File: src/rtl/pipe_adder_dut.sv
// Pipelined add/subtract unit: one operand stage feeding a DEPTH-entry result FIFO,
// gated by an INIT/RUN FSM. Define PIPE_ADDER_STATS_EN to add the txn_count output.
module pipe_adder_dut #(
  parameter int WIDTH = 8,
  parameter int DEPTH = 4
) (
  input  logic             clk,
  input  logic             rst,
  input  logic             flush,
  input  logic             in_valid,
  output logic             in_ready,
  input  logic [WIDTH-1:0] in_a,
  input  logic [WIDTH-1:0] in_b,
  input  logic             in_sub,
  output logic             out_valid,
  input  logic             out_ready,
  output logic [WIDTH:0]   out_data,
  output logic [1:0]       state
`ifdef PIPE_ADDER_STATS_EN
  ,
  output logic [15:0]      txn_count
`endif
);

  localparam int AW = (DEPTH > 1) ? $clog2(DEPTH) : 1;
  localparam int CW = AW + 1;
  localparam logic [CW-1:0] DEPTH_C = CW'(DEPTH);

  if (WIDTH < 2 || WIDTH > 64) begin : g_bad_width
    $error("pipe_adder_dut: WIDTH must be in 2..64");
  end
  if (DEPTH < 2 || (DEPTH & (DEPTH - 1)) != 0) begin : g_bad_depth
    $error("pipe_adder_dut: DEPTH must be a power of two >= 2");
  end

  typedef enum logic [1:0] {
    INIT = 2'd0,
    RUN  = 2'd1
  } state_t;

  state_t           state_q;
  state_t           state_d;

  logic             stage_valid;
  logic [WIDTH:0]   stage_data;
  logic [WIDTH:0]   result;

  logic [WIDTH:0]   mem [DEPTH];
  logic [AW-1:0]    wptr;
  logic [AW-1:0]    rptr;
  logic [CW-1:0]    count;
  logic [CW-1:0]    occ;

  logic             in_fire;
  logic             push;
  logic             pop;

  // Zero-extended operands make the MSB the carry (add) or borrow (subtract).
  always_comb begin
    result = '0;
    if (in_sub) begin
      result = {1'b0, in_a} - {1'b0, in_b};
    end else begin
      result = {1'b0, in_a} + {1'b0, in_b};
    end
  end

  always_comb begin
    state_d   = state_q;
    occ       = count + CW'(stage_valid);
    in_ready  = 1'b0;
    out_valid = (count != '0);
    out_data  = '0;
    unique case (state_q)
      INIT: begin
        state_d = flush ? INIT : RUN;
      end
      RUN: begin
        in_ready = (occ < DEPTH_C);
        if (flush) begin
          state_d = INIT;
        end
      end
      default: begin
        state_d = INIT;
      end
    endcase
    if (out_valid) begin
      out_data = mem[rptr];
    end
  end

  // flush overrides any handshake seen on the same edge.
  assign in_fire = in_valid && in_ready && !flush;
  assign pop     = out_valid && out_ready && !flush;
  assign push    = stage_valid && !flush;
  assign state   = state_q;

  always_ff @(posedge clk or posedge rst) begin
    if (rst) begin
      state_q <= INIT;
    end else begin
      state_q <= state_d;
    end
  end

  always_ff @(posedge clk or posedge rst) begin
    if (rst) begin
      stage_valid <= 1'b0;
      stage_data  <= '0;
    end else begin
      stage_valid <= in_fire;
      if (in_fire) begin
        stage_data <= result;
      end
    end
  end

  // Storage carries no reset; out_data is masked to zero whenever the FIFO is empty.
  always_ff @(posedge clk) begin
    if (push) begin
      mem[wptr] <= stage_data;
    end
  end

  always_ff @(posedge clk or posedge rst) begin
    if (rst) begin
      wptr  <= '0;
      rptr  <= '0;
      count <= '0;
    end else if (flush) begin
      wptr  <= '0;
      rptr  <= '0;
      count <= '0;
    end else begin
      if (push) begin
        wptr <= wptr + 1'b1;
      end
      if (pop) begin
        rptr <= rptr + 1'b1;
      end
      unique case ({push, pop})
        2'b10:   count <= count + 1'b1;
        2'b01:   count <= count - 1'b1;
        default: count <= count;
      endcase
    end
  end

`ifdef PIPE_ADDER_STATS_EN
  always_ff @(posedge clk or posedge rst) begin
    if (rst) begin
      txn_count <= '0;
    end else if (flush) begin
      txn_count <= '0;
    end else if (pop && (txn_count != '1)) begin
      txn_count <= txn_count + 16'd1;
    end
  end
`endif

endmodule

File: config.mk
export PLATFORM = sky130hd
export DESIGN_NAME = pipe_adder_dut
export DESIGN_NICKNAME = d
export VERILOG_FILES = /design/src/rtl/pipe_adder_dut.sv
export SDC_FILE = /design/constraint.sdc
export NUM_CORES = 1
export LEC_CHECK = 0
export CORE_AREA = 2 2 73 103
export CTS_BUF_LIST = sky130_fd_sc_hd__clkbuf_8
export DETAILED_ROUTE_END_ITERATION = 8
export DIE_AREA = 0 0 75 105
export SLEW_MARGIN = 20
export SYNTH_ARGS = -nofsm -noshare
export SYNTH_HDL_FRONTEND = slang
export SYNTH_SLANG_ARGS = --single-unit
export TNS_END_PERCENT = 1
File: constraint.sdc
create_clock -name clk -period 2.95 [get_ports clk]
set_input_delay 0.59 -clock clk [delete_from_list [all_inputs] [get_ports clk]]
set_output_delay 0.59 -clock clk [all_outputs]
set_load 0.02 [all_outputs]
Yosys cells after proc, flatten, opt, wreduce, memory -nomap -nowiden. Memories as Yosys holds them, arrays and structs flattened. Cells that the tools add are included.

Bits in registers: 19. Memories kept: 1. Bits of input ports: 22. Memory bits (writable): 36.

Memories: mem (words 4, width 9, read ports 1, clocked after memory_dff 0, wr ports 1, line 48) `logic [WIDTH:0] mem [DEPTH];`.

Mux-type cells: 14. Order comparisons: 1. Reduce and logical (&&, ||, !) cells: 11. Equality and inequality tests: 4. $add $sub $neg: 7.

Operators with widths (number): 2-to-1 mux 9 bit (2); 2-to-1 mux 2 bit (5); adder 8 x 8 -> 9 bit (1); subtractor 8 x 8 -> 9 bit (1); one-hot mux 3 bit (2 select lines) (1); nonzero test 3 bit (2); logical AND 1 bit (5); adder 2 x 1 -> 2 bit, second input constant (2); equality test 2 x 1 -> 1 bit, second input constant (2); 2-to-1 mux 1 bit (4); one-hot mux 2 bit (2 select lines) (1); nonzero test 2 bit (2); adder 3 x 1 -> 3 bit (1); adder 3 x 1 -> 3 bit, second input constant (1); < comparator 3 bit, second input constant (1); 2-to-1 mux 3 bit (1); subtractor 3 x 1 -> 3 bit, second input constant (1); equality test 2 bit, second input constant (1); zero test 2 bit (1); != test 2 bit, second input constant (1); zero test 1 bit (1).

Depth between registers and ports, before layout. Gate-level depths: netlist (run 1).

Depth in word-level cells: 6. Mapped depth: 9. Gate-level depth less buffers: 9.

Least setup slack after synthesis (run 1). No wires, ideal clock.

Path kind: input port to flip-flop. Start point: input port in_sub. End point: register stage_data[6]. Library setup time: 0.069 ns. Path buffers: 1. Data arrival time: 2.397 ns. Path slack: 0.484 ns. Required time: 2.881 ns. Stages: 7. Cell sequence: clkbuf_1 > mux2_2 > fa_1 > nand2b_1 > a211o_1 > a211o_1 > nand3_1.

Longest elaborated chain between the ends: 1.

RTL lines: start, declared (line 14) `input logic in_sub,`; 2-to-1 mux 9 bit (line 61) `if (in_sub) begin`; end signal, assigned (line 114) `stage_data <= result;`; end, declared (line 45) `logic [WIDTH:0] stage_data;`.

Every way passes these cells. A chain may end at the register's enable or synchronous reset.

Worst setup path in the final report (run 1).
Start point: input port in_b[0]. End point: register stage_data[6].

Longest elaborated chain between the ends: 2.

RTL lines: start, declared (line 13) `input logic [WIDTH-1:0] in_b,`; adder 8 x 8 -> 9 bit / subtractor 8 x 8 -> 9 bit (equally long branches) (line 64, 62); 2-to-1 mux 9 bit (*) (line 61).

Mark *: on every way between the ends. The rest lies on a longest branch, timed or not.

==> reports/qor.csv, run 1 <==
stage,metric,value,unit
layout,Nets,294,
sta,clock skew,5.02,ps
layout,final instance area,3340,um^2
floorplanning,Initial Utilization,39.5,%
sta,Final setup viols,0,
worst_setup_path,CP Data Required Time,3200,ps
placement,hpwl dp,3850,um
placement,port bufs,33,
clocking,H-tree lvl count,2,
sta,final hold violation count,0,
logic_synthesis,register area share after synthesis,56.3,%
clocking,CTS tree,built,
sta,fin crit period,2670,ps
global_route,Global Route Usage Sum,14.5,%
pwr,Worst IR Drop VDD,0.260,mV
logic_synthesis,syn_nets,249,
sta,Hold WS,528,ps
clocking,Worst-Skew Late Latency,310,ps
global_route,first-pass GRT wire length,8390,um
clocking,TritonCTS Buffers,5,
layout,most frequent cells in the layout,"edfxtp_1 (36), clkdlybuf4s50_1 (33), dfrtp_1 (18), nand2_1 (17), buf_4 (14)",
logic_synthesis,largest cells by area after synthesis,"edfxtp_1 (40%), dfrtp_1 (17%), mux4_2 (7.5%)",
floorplanning,die area,7880,um^2
floorplanning,Die W,75,um
global_route,initial antenna violation count,0,
placement,dpl ws,-48.4,ps
logic_synthesis,post-synthesis register bit count,54,
sta,final worst-path setup slack,276,ps
route,vias after detailed routing,1717,
sta,Max-slew headroom,51.2,%
pwr,Total Power,2.41,mW
global_route,largest net degree at the start of global routing,20,
route,Initial DRC Count,138,
pwr,leakage,1.28,nW
sta,Max Fclk,374,MHz
logic_synthesis,"Distinct cells, synth",40,
logic_synthesis,predominant post-synthesis flop cell,edfxtp_1,
sta,Tightest Pin Transition,731,ps
sta,fin. max-slew vios,0,
clocking,Post-CTS Hold Buffers,0,
logic_synthesis,Synth Warn #,0,
layout,final non-filler cell total,353,
sta,fin crit share,90.6,%
logic_synthesis,"Avg Cell Area, Syn",12.8,um^2
route,WL final,5030,um
route,Pre-antenna DRT Iters,4,
logic_synthesis,synthesized instance count,212,
clocking,buffer depth of the longest clock path,2,
pwr,Power Density,724,nW/um^2
floorplanning,Core Area,6890,um^2
logic_synthesis,asr flop ratio synth,33.3,%
clocking,Num Clock Sinks,54,
clocking,post-CTS resize count,0,
worst_setup_path,startpoint types,input pin,
route,drt wl/cell,14.2,um
sta,unrepaired setup endpoints after global routing,false,
route,vias per cell,4.86,
placement,Placer Congestion,0.856,
layout,"commonest non-fill, non-tap cell in the layout",edfxtp_1,
outcome,status,"finished, final reports clean",
clocking,"Clk pin slew, worst setup/hold paths",100,ps
placement,Post-DP Area,3220,um^2
floorplanning,# IOs,35,
clocking,Root Buffer,clkbuf_8,
logic_synthesis,top cell type's share of synthesized area,39.8,%
route,Post-DRT Antenna Nets,0,
logic_synthesis,post-synth design cell area,2720,um^2
layout,layout cells sized above 1,13.2,%
clocking,post-CTS repair timing setup buffer count,0,
logic_synthesis,Yosys top cell by area,edfxtp_1,
run,max-cap violations,0,
worst_setup_path,WS Path Type,in2reg,
floorplanning,FP Rows,36,
worst_setup_path,Worst Path Arrival,2930,ps
logic_synthesis,"EDFF count, synth",36,
global_route,total gr overflow,0,
floorplanning,chip height,105,um
worst_setup_path,worst-path maximum fanout,3,
worst_setup_path,CP Capture Type,register,
placement,placed cell count,345,
global_route,vias in the first global route,1763,
layout,Antenna diodes,0,
route,DRC errors left,0,
layout,area grow syn2layout,22.7,%
hold_path,Hold/Removal Path Class,reg2reg,
-- state kept, by name, indices dropped and copies added, names as in the netlist --
signal and flops:
count 3, stage_valid 1, mem 36, stage_data 9
state 1, wptr 2, rptr 2
-- layout make-up --
type	instances	area (um^2)
fillers	636	3560
flip-flops and latches	54	1530
multi-input cells	138	1090
repair buffers	47	435
well taps	95	119
clock buffers	5	68.8
clock inverters	3	47.5
inverters	11	41.3
-- kinds of logic (layout without fill, tap and decap cells) --
kind of cell | Yosys count | count (layout) | synth area share, %
AO/OA/AOI/OAI | 32 | 32 | 7.32
XOR/XNOR | 14 | 14 | 4.51
adder cells (fa/ha/maj) | 15 | 15 | 7.46
buffers and inverters | 20 | 66 | 3.50
flip-flops | 54 | 54 | 56.3
multiplexers | 13 | 13 | 8.97
other | 1 | 1 | 0.138
AND/OR/NAND/NOR | 63 | 63 | 11.8
-- where the power goes --
| group | switching (mW) | internal, mW | total, mW |
|---|---|---|---|
| Clock | 0.250 | 0.259 | 0.509 |
| Sequential | 0.110 | 0.957 | 1.07 |
| Combinational | 0.398 | 0.439 | 0.837 |
| Total | 0.758 | 1.66 | 2.41 |
-- cell usage after synthesis (all sizes together), types with 5 or more instances --
library cell	count
edfxtp	36
dfrtp	18
nand2	17
and2	13
ha	13
a21oi	12
xnor2	12
inv	11
nor2	11
mux4	9
o21ai	7
clkbuf	5
-- per-layer routing --
layer,up-vias,routed length (um),track usage [%]
met5,-,0,0
li1,853,-,-
met3,12,126,2.89
met4,0,183,6.89
met2,40,2790,25.8
met1,812,1930,15.7
-- worst max-delay path: stages --
cell and delay, ps:
clkdlybuf4s50_1 480, inv_1 60, ha_1 280, mux2_2 290, fa_1 400, nand2b_1 180
a211o_1 280, a211o_1 290, nand3_1 70
-- path summary, 6_finish.rpt --
| check | from | end | slack (ps) | cells after the start |
|---|---|---|---|---|
| setup / recovery | in_b[0] | stage_data[6] | 280 | 9 |
| hold reg to reg | stage_data[5] | mem[3][5] | 530 | 0 |
| hold / removal | stage_data[5] | mem[3][5] | 530 | 0 |
| max in group asynchronous | rst | count[2] | 1800 | 2 |
| setup reg to reg | count[0] | count[2] | 770 | 7 |
| min in group asynchronous | rst | stage_data[2] | 690 | 2 |
-- through the flow --
step / setup TNS (ps) / utilization, %
2_1_floorplan: 0 / -
3_3_place_gp: -144 / 46.7
3_5_place_dp: -79.7 / 46.7
4_1_cts: 0 / 48.4
5_1_grt: 0 / 48.4
6_report: 0 / 48.4
No activity file was read; power rests on OpenSTA's default activity.
==> inputs of run 2 (changes only) <==
--- a/config.mk
+++ b/config.mk
@@ -5,10 +5,11 @@
 export SDC_FILE = /design/constraint.sdc
 export NUM_CORES = 1
 export LEC_CHECK = 0
-export CORE_AREA = 2 2 73 103
+export CORE_AREA = 2 2 79 96
 export CTS_BUF_LIST = sky130_fd_sc_hd__clkbuf_8
 export DETAILED_ROUTE_END_ITERATION = 8
-export DIE_AREA = 0 0 75 105
+export DIE_AREA = 0 0 81 98
+export GPL_TIMING_DRIVEN = 1
 export SLEW_MARGIN = 20
 export SYNTH_ARGS = -nofsm -noshare
 export SYNTH_HDL_FRONTEND = slang
==> constraint.sdc (replaced) <==
create_clock -name clk -period 2.34 [get_ports clk]
set_input_delay 0.468 -clock clk [delete_from_list [all_inputs] [get_ports clk]]
set_output_delay 0.468 -clock clk [all_outputs]
set_load 0.02 [all_outputs]
==> run 2 against run 1 <==
Net effect: clock-buffer cell count increased by 1; critical path depth grew 1; the flow now finishes with violations (negative setup slack); clock skew grew 5.1 ps; hold slack got worse by 12 ps; global-route usage decreased by 1.2 points; sequential share of layout area decreased by 2.4 points; largest cell class unchanged; cell count increased by 3.7%; worst setup slack lost 350 ps; sequential power is 24% higher; flip-flop and latch count unchanged; combinational power increased by 31%.
==> reports/qor.csv, run 2 (synthesis results as in run 1) <==
stage,metric,value,unit,change
pwr,Psw,0.934,mW,+23%
hold_path,Hold/Removal Path Class,reg2reg,,
clocking,H-tree lvl count,2,,unchanged
clocking,Num Clock Sinks,54,,unchanged
layout,max FFs per register,36,,unchanged
clocking,CTS tree,built,,
global_route,largest net degree at the start of global routing,19,,-5.0%
sta,fin crit period,2420,ps,
sta,Tightest Pin Transition,682,ps,-49.7 ps
floorplanning,Die W,81,um,+8.0%
sta,Final setup viols,3,,+3
layout,number of fill cells in the layout,644,,+1.3%
sta,Max-slew headroom,54.5,%,+3.3 points
route,vias after detailed routing,1748,,+1.8%
pwr,Worst IR Drop VDD,0.375,mV,+44%
placement,Placer Congestion,0.806,,-5.9%
sta,Hold WS,516,ps,-12.2 ps
worst_setup_path,CP cell instances,"clkdlybuf4s50_1, nor4_2, buf_4, a21oi_1, xnor2_1, ha_1, nand4_1, a211oi_1, or4_1, nand3_1",,
route,Post-DRT Antenna Nets,0,,unchanged
hold_path,Hold Startpoint,stage_data[6],,
global_route,initial antenna violation count,0,,unchanged
floorplanning,FP Rows,34,,-5.6%
floorplanning,die area,7940,um^2,+0.80%
hold_path,hold path depth,0,,unchanged
pwr,sequential share of power,43.4,%,-0.8 points
worst_setup_path,startpoint types,input pin,,
clocking,"Clk pin slew, worst setup/hold paths",90,ps,about the same
pwr,Power Density,873,nW/um^2,+21%
clocking,buffer depth of the longest clock path,2,,unchanged
route,Initial DRC Count,62,,-55%
sta,fin. max-slew vios,0,,unchanged
placement,port bufs,33,,unchanged
route,vias per cell,4.78,,-1.8%
route,DRC errors left,0,,unchanged
worst_setup_path,Worst Reg-to-Reg Cells,8,,+1
floorplanning,Core Area,7060,um^2,+2.5%
worst_setup_path,CP Capture Type,register,,
worst_setup_path,r2r setup slk,210,ps,-560 ps
hold_path,Hold EP,mem[0][6],,
clocking,TritonCTS Buffers,5,,unchanged
pwr,leakage,1.42,nW,+12%
route,drt wl/cell,12.9,um,-9.2%
global_route,first-pass GRT wire length,8060,um,-3.9%
route,WL final,4730,um,-5.9%
outcome,violated checks,negative setup slack,,
worst_setup_path,WS Path Type,in2reg,,
pwr,Gate power share,35.8,%,+1.1 points
floorplanning,Initial Utilization,38.5,%,-0.95 points
worst_setup_path,CP max-delay cell,or4_1,,
global_route,total gr overflow,0,,unchanged
worst_setup_path,max incr delay on CP,470,ps,about the same
layout,Largest Register,mem,,
layout,Sequential Area,1530,um^2,unchanged
worst_setup_path,worst-path maximum fanout,5,,+2
placement,hpwl dp,3700,um,-3.9%
pwr,Int Pwr,2.13,mW,+29%
layout,area grow syn2layout,29.4,%,
run,max-cap violations,0,,unchanged
pwr,Clock Power Share,20.8,%,-0.3 points
sta,clock skew,10.1,ps,+5.11 ps
layout,final instance area,3520,um^2,+5.4%
outcome,status,"finished, violations left",,
global_route,Global Route Usage Sum,13.2,%,-1.2 points
clocking,post-CTS repair timing setup buffer count,0,,unchanged
global_route,vias in the first global route,1764,,+0.057%
layout,top flop regs,"mem (36), stage_data (9), count (3)",,
clocking,Root Buffer,clkbuf_8,,
pwr,switch share,30.4,%,-0.97 points
worst_setup_path,CP Data Required Time,2570,ps,-630 ps
layout,Nets,312,,+6.1%
placement,Post-DP Area,3360,um^2,+4.4%
layout,"commonest non-fill, non-tap cell in the layout",edfxtp_1,,
layout,layout cells sized above 1,22.5,%,+9.3 points
worst_setup_path,RR Startpoint,count[0],,
sta,fin crit share,103,%,
sta,final worst-path setup slack,-75.0,ps,-351 ps
floorplanning,chip height,98,um,-6.7%
layout,multi-input logic area,1130,um^2,+3.7%
clocking,Post-CTS Hold Buffers,0,,unchanged
sta,unrepaired setup endpoints after global routing,true,,
floorplanning,# IOs,35,,unchanged
sta,Max Fclk,414,MHz,
clocking,Worst-Skew Late Latency,300,ps,about the same
layout,Antenna diodes,0,,unchanged
route,Pre-antenna DRT Iters,4,,unchanged
worst_setup_path,Worst Path Arrival,2650,ps,-280 ps
layout,most frequent cells in the layout,"edfxtp_1 (36), buf_4 (31), clkdlybuf4s50_1 (23), dfrtp_1 (18), nand2_1 (17)",,
worst_setup_path,RR Endpoint,count[2],,
sta,final hold violation count,0,,unchanged
==> run 2: cell count changes in the layout (fill, tap and decap cells not counted), sizes merged <==
cell and delta:
dlymetal6s2s +2, inv -1, clkdlybuf4s50 -10, clkdlybuf4s15 +3, clkbuf +2, buf +18
dlygate4sd2 +4
==> run 2: timing repair <==
action / 4_1_cts / 5_1_grt
endpoints found under the setup margin: 14 / 11
pin swaps: 1 / 2
resized for setup: 13 / 12
==> run 2: how the worst max path moves through the flow <==
stage / to / slack (ps) / from / depth (start not counted)
6_report: stage_data[8] / -80 / in_b[5] / 10
5_1_grt: stage_data[8] / -180 / in_b[5] / 10
4_1_cts: out_data[2] / -170 / rptr[0] / 4
3_5_place_dp: stage_data[6] / -550 / in_b[0] / 9
3_3_place_gp: stage_data[6] / -510 / in_b[0] / 9
2_1_floorplan: stage_data[6] / 20 / in_b[0] / 8
==> run 2: layer usage <==
metal	GRT usage, %	vias up	wire [um]
li1	-	891	-
met1	15.1	823	1870
met2	24.7	32	2680
met3	2.31	2	144
met4	3.91	0	38
met5	0	-	0
==> run 2: metrics by stage <==
step                instances  util [%]  TNS, ps  power, mW  setup WS, ps
floorplan                 212         -        0       2.01          18.3
global placement          358      47.6    -2200       2.48          -510
detailed placement        358      47.6    -2360       2.50          -548
CTS                       366      49.5     -459       3.11          -169
global route              366      49.8     -502       3.28          -180
finish                    366      49.8     -199       3.07         -75.0
==> run 2: area by class of cell <==
cell class	instances	area share, %
well taps	90	3.20
multi-input cells	138	32.2
clock buffers	6	2.35
clock inverters	2	1.10
flip-flops and latches	54	43.5
inverters	11	1.17
repair buffers	65	16.4
==> run 2: power by group through the flow <==
stage / logic, mW / registers, mW / clock network (mW)
detailed placement: 1.15 / 1.35 / 0
global placement: 1.14 / 1.34 / 0
CTS: 1.12 / 1.33 / 0.657
global route: 1.22 / 1.36 / 0.703
finish: 1.10 / 1.33 / 0.639
floorplan: 0.697 / 1.32 / 0
==> run 2: worst max-delay path: cells and delay by family <==
| family | cells | cell delay (ps) |
|---|---|---|
| buffers and inverters | 2 | 600 |
| adder cells (fa/ha/maj) | 1 | 360 |
| AO/OA/AOI/OAI | 2 | 130 |
| XOR/XNOR | 1 | 130 |
| AND/OR/NAND/NOR | 4 | 950 |
==> inputs of run 3 (changes only) <==
--- a/config.mk
+++ b/config.mk
@@ -5,11 +5,12 @@
 export SDC_FILE = /design/constraint.sdc
 export NUM_CORES = 1
 export LEC_CHECK = 0
-export CORE_AREA = 2 2 79 96
+export CORE_AREA = 2 2 70 85
 export CTS_BUF_LIST = sky130_fd_sc_hd__clkbuf_8
 export DETAILED_ROUTE_END_ITERATION = 8
-export DIE_AREA = 0 0 81 98
+export DIE_AREA = 0 0 72 87
 export GPL_TIMING_DRIVEN = 1
+export PLACE_DENSITY = 0.76
 export SLEW_MARGIN = 20
 export SYNTH_ARGS = -nofsm -noshare
 export SYNTH_HDL_FRONTEND = slang
==> run 3 against run 2 <==
Net effect: the run now ends clean; flip-flop and latch count did not move; first-iteration DRC count up 60%; wire length grew 2.2%; global-route usage rose by 3.7 points; sequential power about the same; utilization up 14 points; cell count decreased by 7.1%; worst setup slack better by 110 ps; cell area shrank 0.53%; clock skew is 1.6 ps lower.
==> reports/qor.csv, run 3 (synthesis results as in run 1) <==
stage,metric,value,unit,change
pwr,Psw,0.932,mW,-0.22%
global_route,GRT busiest layer,met2,,
route,vias per cell,5.29,,+11%
global_route,M2 GR Usage,29.9,%,+5.2 points
clocking,"Clk pin slew, worst setup/hold paths",90,ps,about the same
pwr,Worst IR Drop VDD,0.352,mV,-6.2%
sta,fin crit share,98.4,%,-4.8 points
route,Initial DRC Count,99,,+60%
worst_setup_path,WS Path Type,in2reg,,
floorplanning,die area,6260,um^2,-21%
layout,"commonest non-fill, non-tap cell in the layout",edfxtp_1,,
layout,max FFs per register,36,,unchanged
outcome,status,"finished, final reports clean",,
pwr,Clock Power Share,17.1,%,-3.7 points
floorplanning,Core Area,5520,um^2,-22%
sta,Max Fclk,434,MHz,+4.9%
route,Post-DRT Antenna Nets,0,,unchanged
sta,Max-slew headroom,53.1,%,-1.4 points
pwr,switch share,31.6,%,+1.1 points
worst_setup_path,Worst Path Arrival,2520,ps,-130 ps
route,DRC errors left,0,,unchanged
pwr,Gate power share,37.3,%,+1.5 points
floorplanning,# IOs,35,,unchanged
worst_setup_path,worst-path maximum fanout,5,,unchanged
floorplanning,Initial Utilization,49.3,%,+11 points
floorplanning,FP Rows,30,,-12%
hold_path,Hold/Removal Path Class,reg2reg,,
worst_setup_path,startpoint types,input pin,,
clocking,Worst-Skew Late Latency,300,ps,about the same
clocking,H-tree lvl count,2,,unchanged
layout,Largest Register,mem,,
placement,Post-DP Area,3320,um^2,-1.3%
floorplanning,Die W,72,um,-11%
route,Pre-antenna DRT Iters,5,,+1
route,vias after detailed routing,1800,,+3.0%
global_route,total gr overflow,0,,unchanged
sta,fin crit period,2300,ps,-113 ps
sta,final hold violation count,0,,unchanged
global_route,largest net degree at the start of global routing,19,,unchanged
worst_setup_path,CP Data Required Time,2560,ps,about the same
route,WL final,4830,um,+2.2%
layout,Nets,312,,unchanged
layout,Antenna diodes,0,,unchanged
clocking,Num Clock Sinks,54,,unchanged
sta,Hold WS,527,ps,+11.6 ps
pwr,sequential share of power,45.6,%,+2.2 points
layout,final instance area,3500,um^2,-0.53%
route,drt wl/cell,14.2,um,+10%
sta,Final setup viols,0,,-3
worst_setup_path,CP Capture Type,register,,
global_route,Global Route Usage Sum,16.9,%,+3.7 points
sta,clock skew,8.53,ps,-1.59 ps
layout,most frequent cells in the layout,"edfxtp_1 (36), buf_4 (30), clkdlybuf4s50_1 (18), nand2_1 (17), dfrtp_1 (17)",,
clocking,Post-CTS Hold Buffers,0,,unchanged
clocking,Root Buffer,clkbuf_8,,
layout,area grow syn2layout,28.7,%,
global_route,initial antenna violation count,0,,unchanged
layout,layout cells sized above 1,23.6,%,+1.1 points
global_route,vias in the first global route,1758,,-0.34%
global_route,met3 Use GR,2.78,%,+0.47 points
global_route,met1 Usage GRT,20.8,%,+5.8 points
pwr,Power Density,844,nW/um^2,-3.3%
clocking,CTS tree,built,,
sta,Tightest Pin Transition,703,ps,+21.3 ps
placement,port bufs,33,,unchanged
pwr,Int Pwr,2.02,mW,-5.4%
placement,Placer Congestion,0.801,,-0.60%
clocking,TritonCTS Buffers,5,,unchanged
pwr,Total Power,2.95,mW,-3.8%
floorplanning,chip height,87,um,-11%
global_route,first-pass GRT wire length,8060,um,unchanged
layout,top flop regs,"mem (36), stage_data (9), count (3)",,
clocking,buffer depth of the longest clock path,2,,unchanged
placement,hpwl dp,3670,um,-0.84%
sta,fin. max-slew vios,0,,unchanged
pwr,leakage,1.45,nW,+2.0%
run,max-cap violations,0,,unchanged
==> run 3: metrics by stage <==
stage | utilization, % | cells | TNS, ps | setup WS (ps)
after detailed placement | 60.1 | 329 | -2540 | -563
after floorplan | - | 212 | 0 | 18.3
after CTS | 62.2 | 337 | -286 | -109
after global placement | 60.1 | 329 | -2110 | -505
after global routing | 63.4 | 340 | -20.0 | -20.0
final | 63.4 | 340 | 0 | 38.2
==> run 3: worst paths after layout <==
check                      cells past startpoint  slack (ps)           from       endpoint
max reg2reg                                    7         240       count[0]       count[2]
max in group asynchronous                      2        1280            rst    stage_valid
max                                           10          40        in_b[5]  stage_data[7]
min                                            0         530  stage_data[2]      mem[2][2]
min reg2reg                                    0         530  stage_data[2]      mem[2][2]
min in group asynchronous                      2         570            rst       count[1]
==> run 3: timing repair <==
action / in CTS / in global routing
resized for setup: 17 / 18
buffers inserted: 0 / 3
pin swaps: 4 / 7
endpoints found under the setup margin: 14 / 11
==> run 3: power by group through the flow <==
| stage | Combinational [mW] | Sequential [mW] | Clock (mW) |
|---|---|---|---|
| after detailed placement | 1.12 | 1.37 | 0 |
| after floorplan | 0.697 | 1.32 | 0 |
| after CTS | 1.09 | 1.35 | 0.521 |
| after global placement | 1.10 | 1.35 | 0 |
| final | 1.10 | 1.35 | 0.505 |
| after global routing | 1.21 | 1.37 | 0.564 |
==> run 3: area by class of cell <==
type	instances	area [um^2]
multi-input combinational	138	1150
inverter	11	41.3
fill	413	2020
tap	64	80.1
sequential	54	1530
timing repair buffer	65	604
clock buffer	6	82.6
clock inverter	2	8.76
==> run 3: worst max-delay path, stage by stage <==
cell and delay [ps]:
clkdlybuf4s50_1 450, nor4_2 150, buf_4 170, a21oi_1 70, xnor2_1 130, ha_1 360, a21oi_1 190, o21ai_0 130
o21a_1 190, o31ai_2 220
==> run 3: per-layer routing <==
metal | part of all wire, % | vias to the layer above
li1 | - | 889
met1 | 42 | 849
met2 | 53 | 52
met3 | 3.3 | 10
met4 | 1.8 | 0
met5 | 0 | -
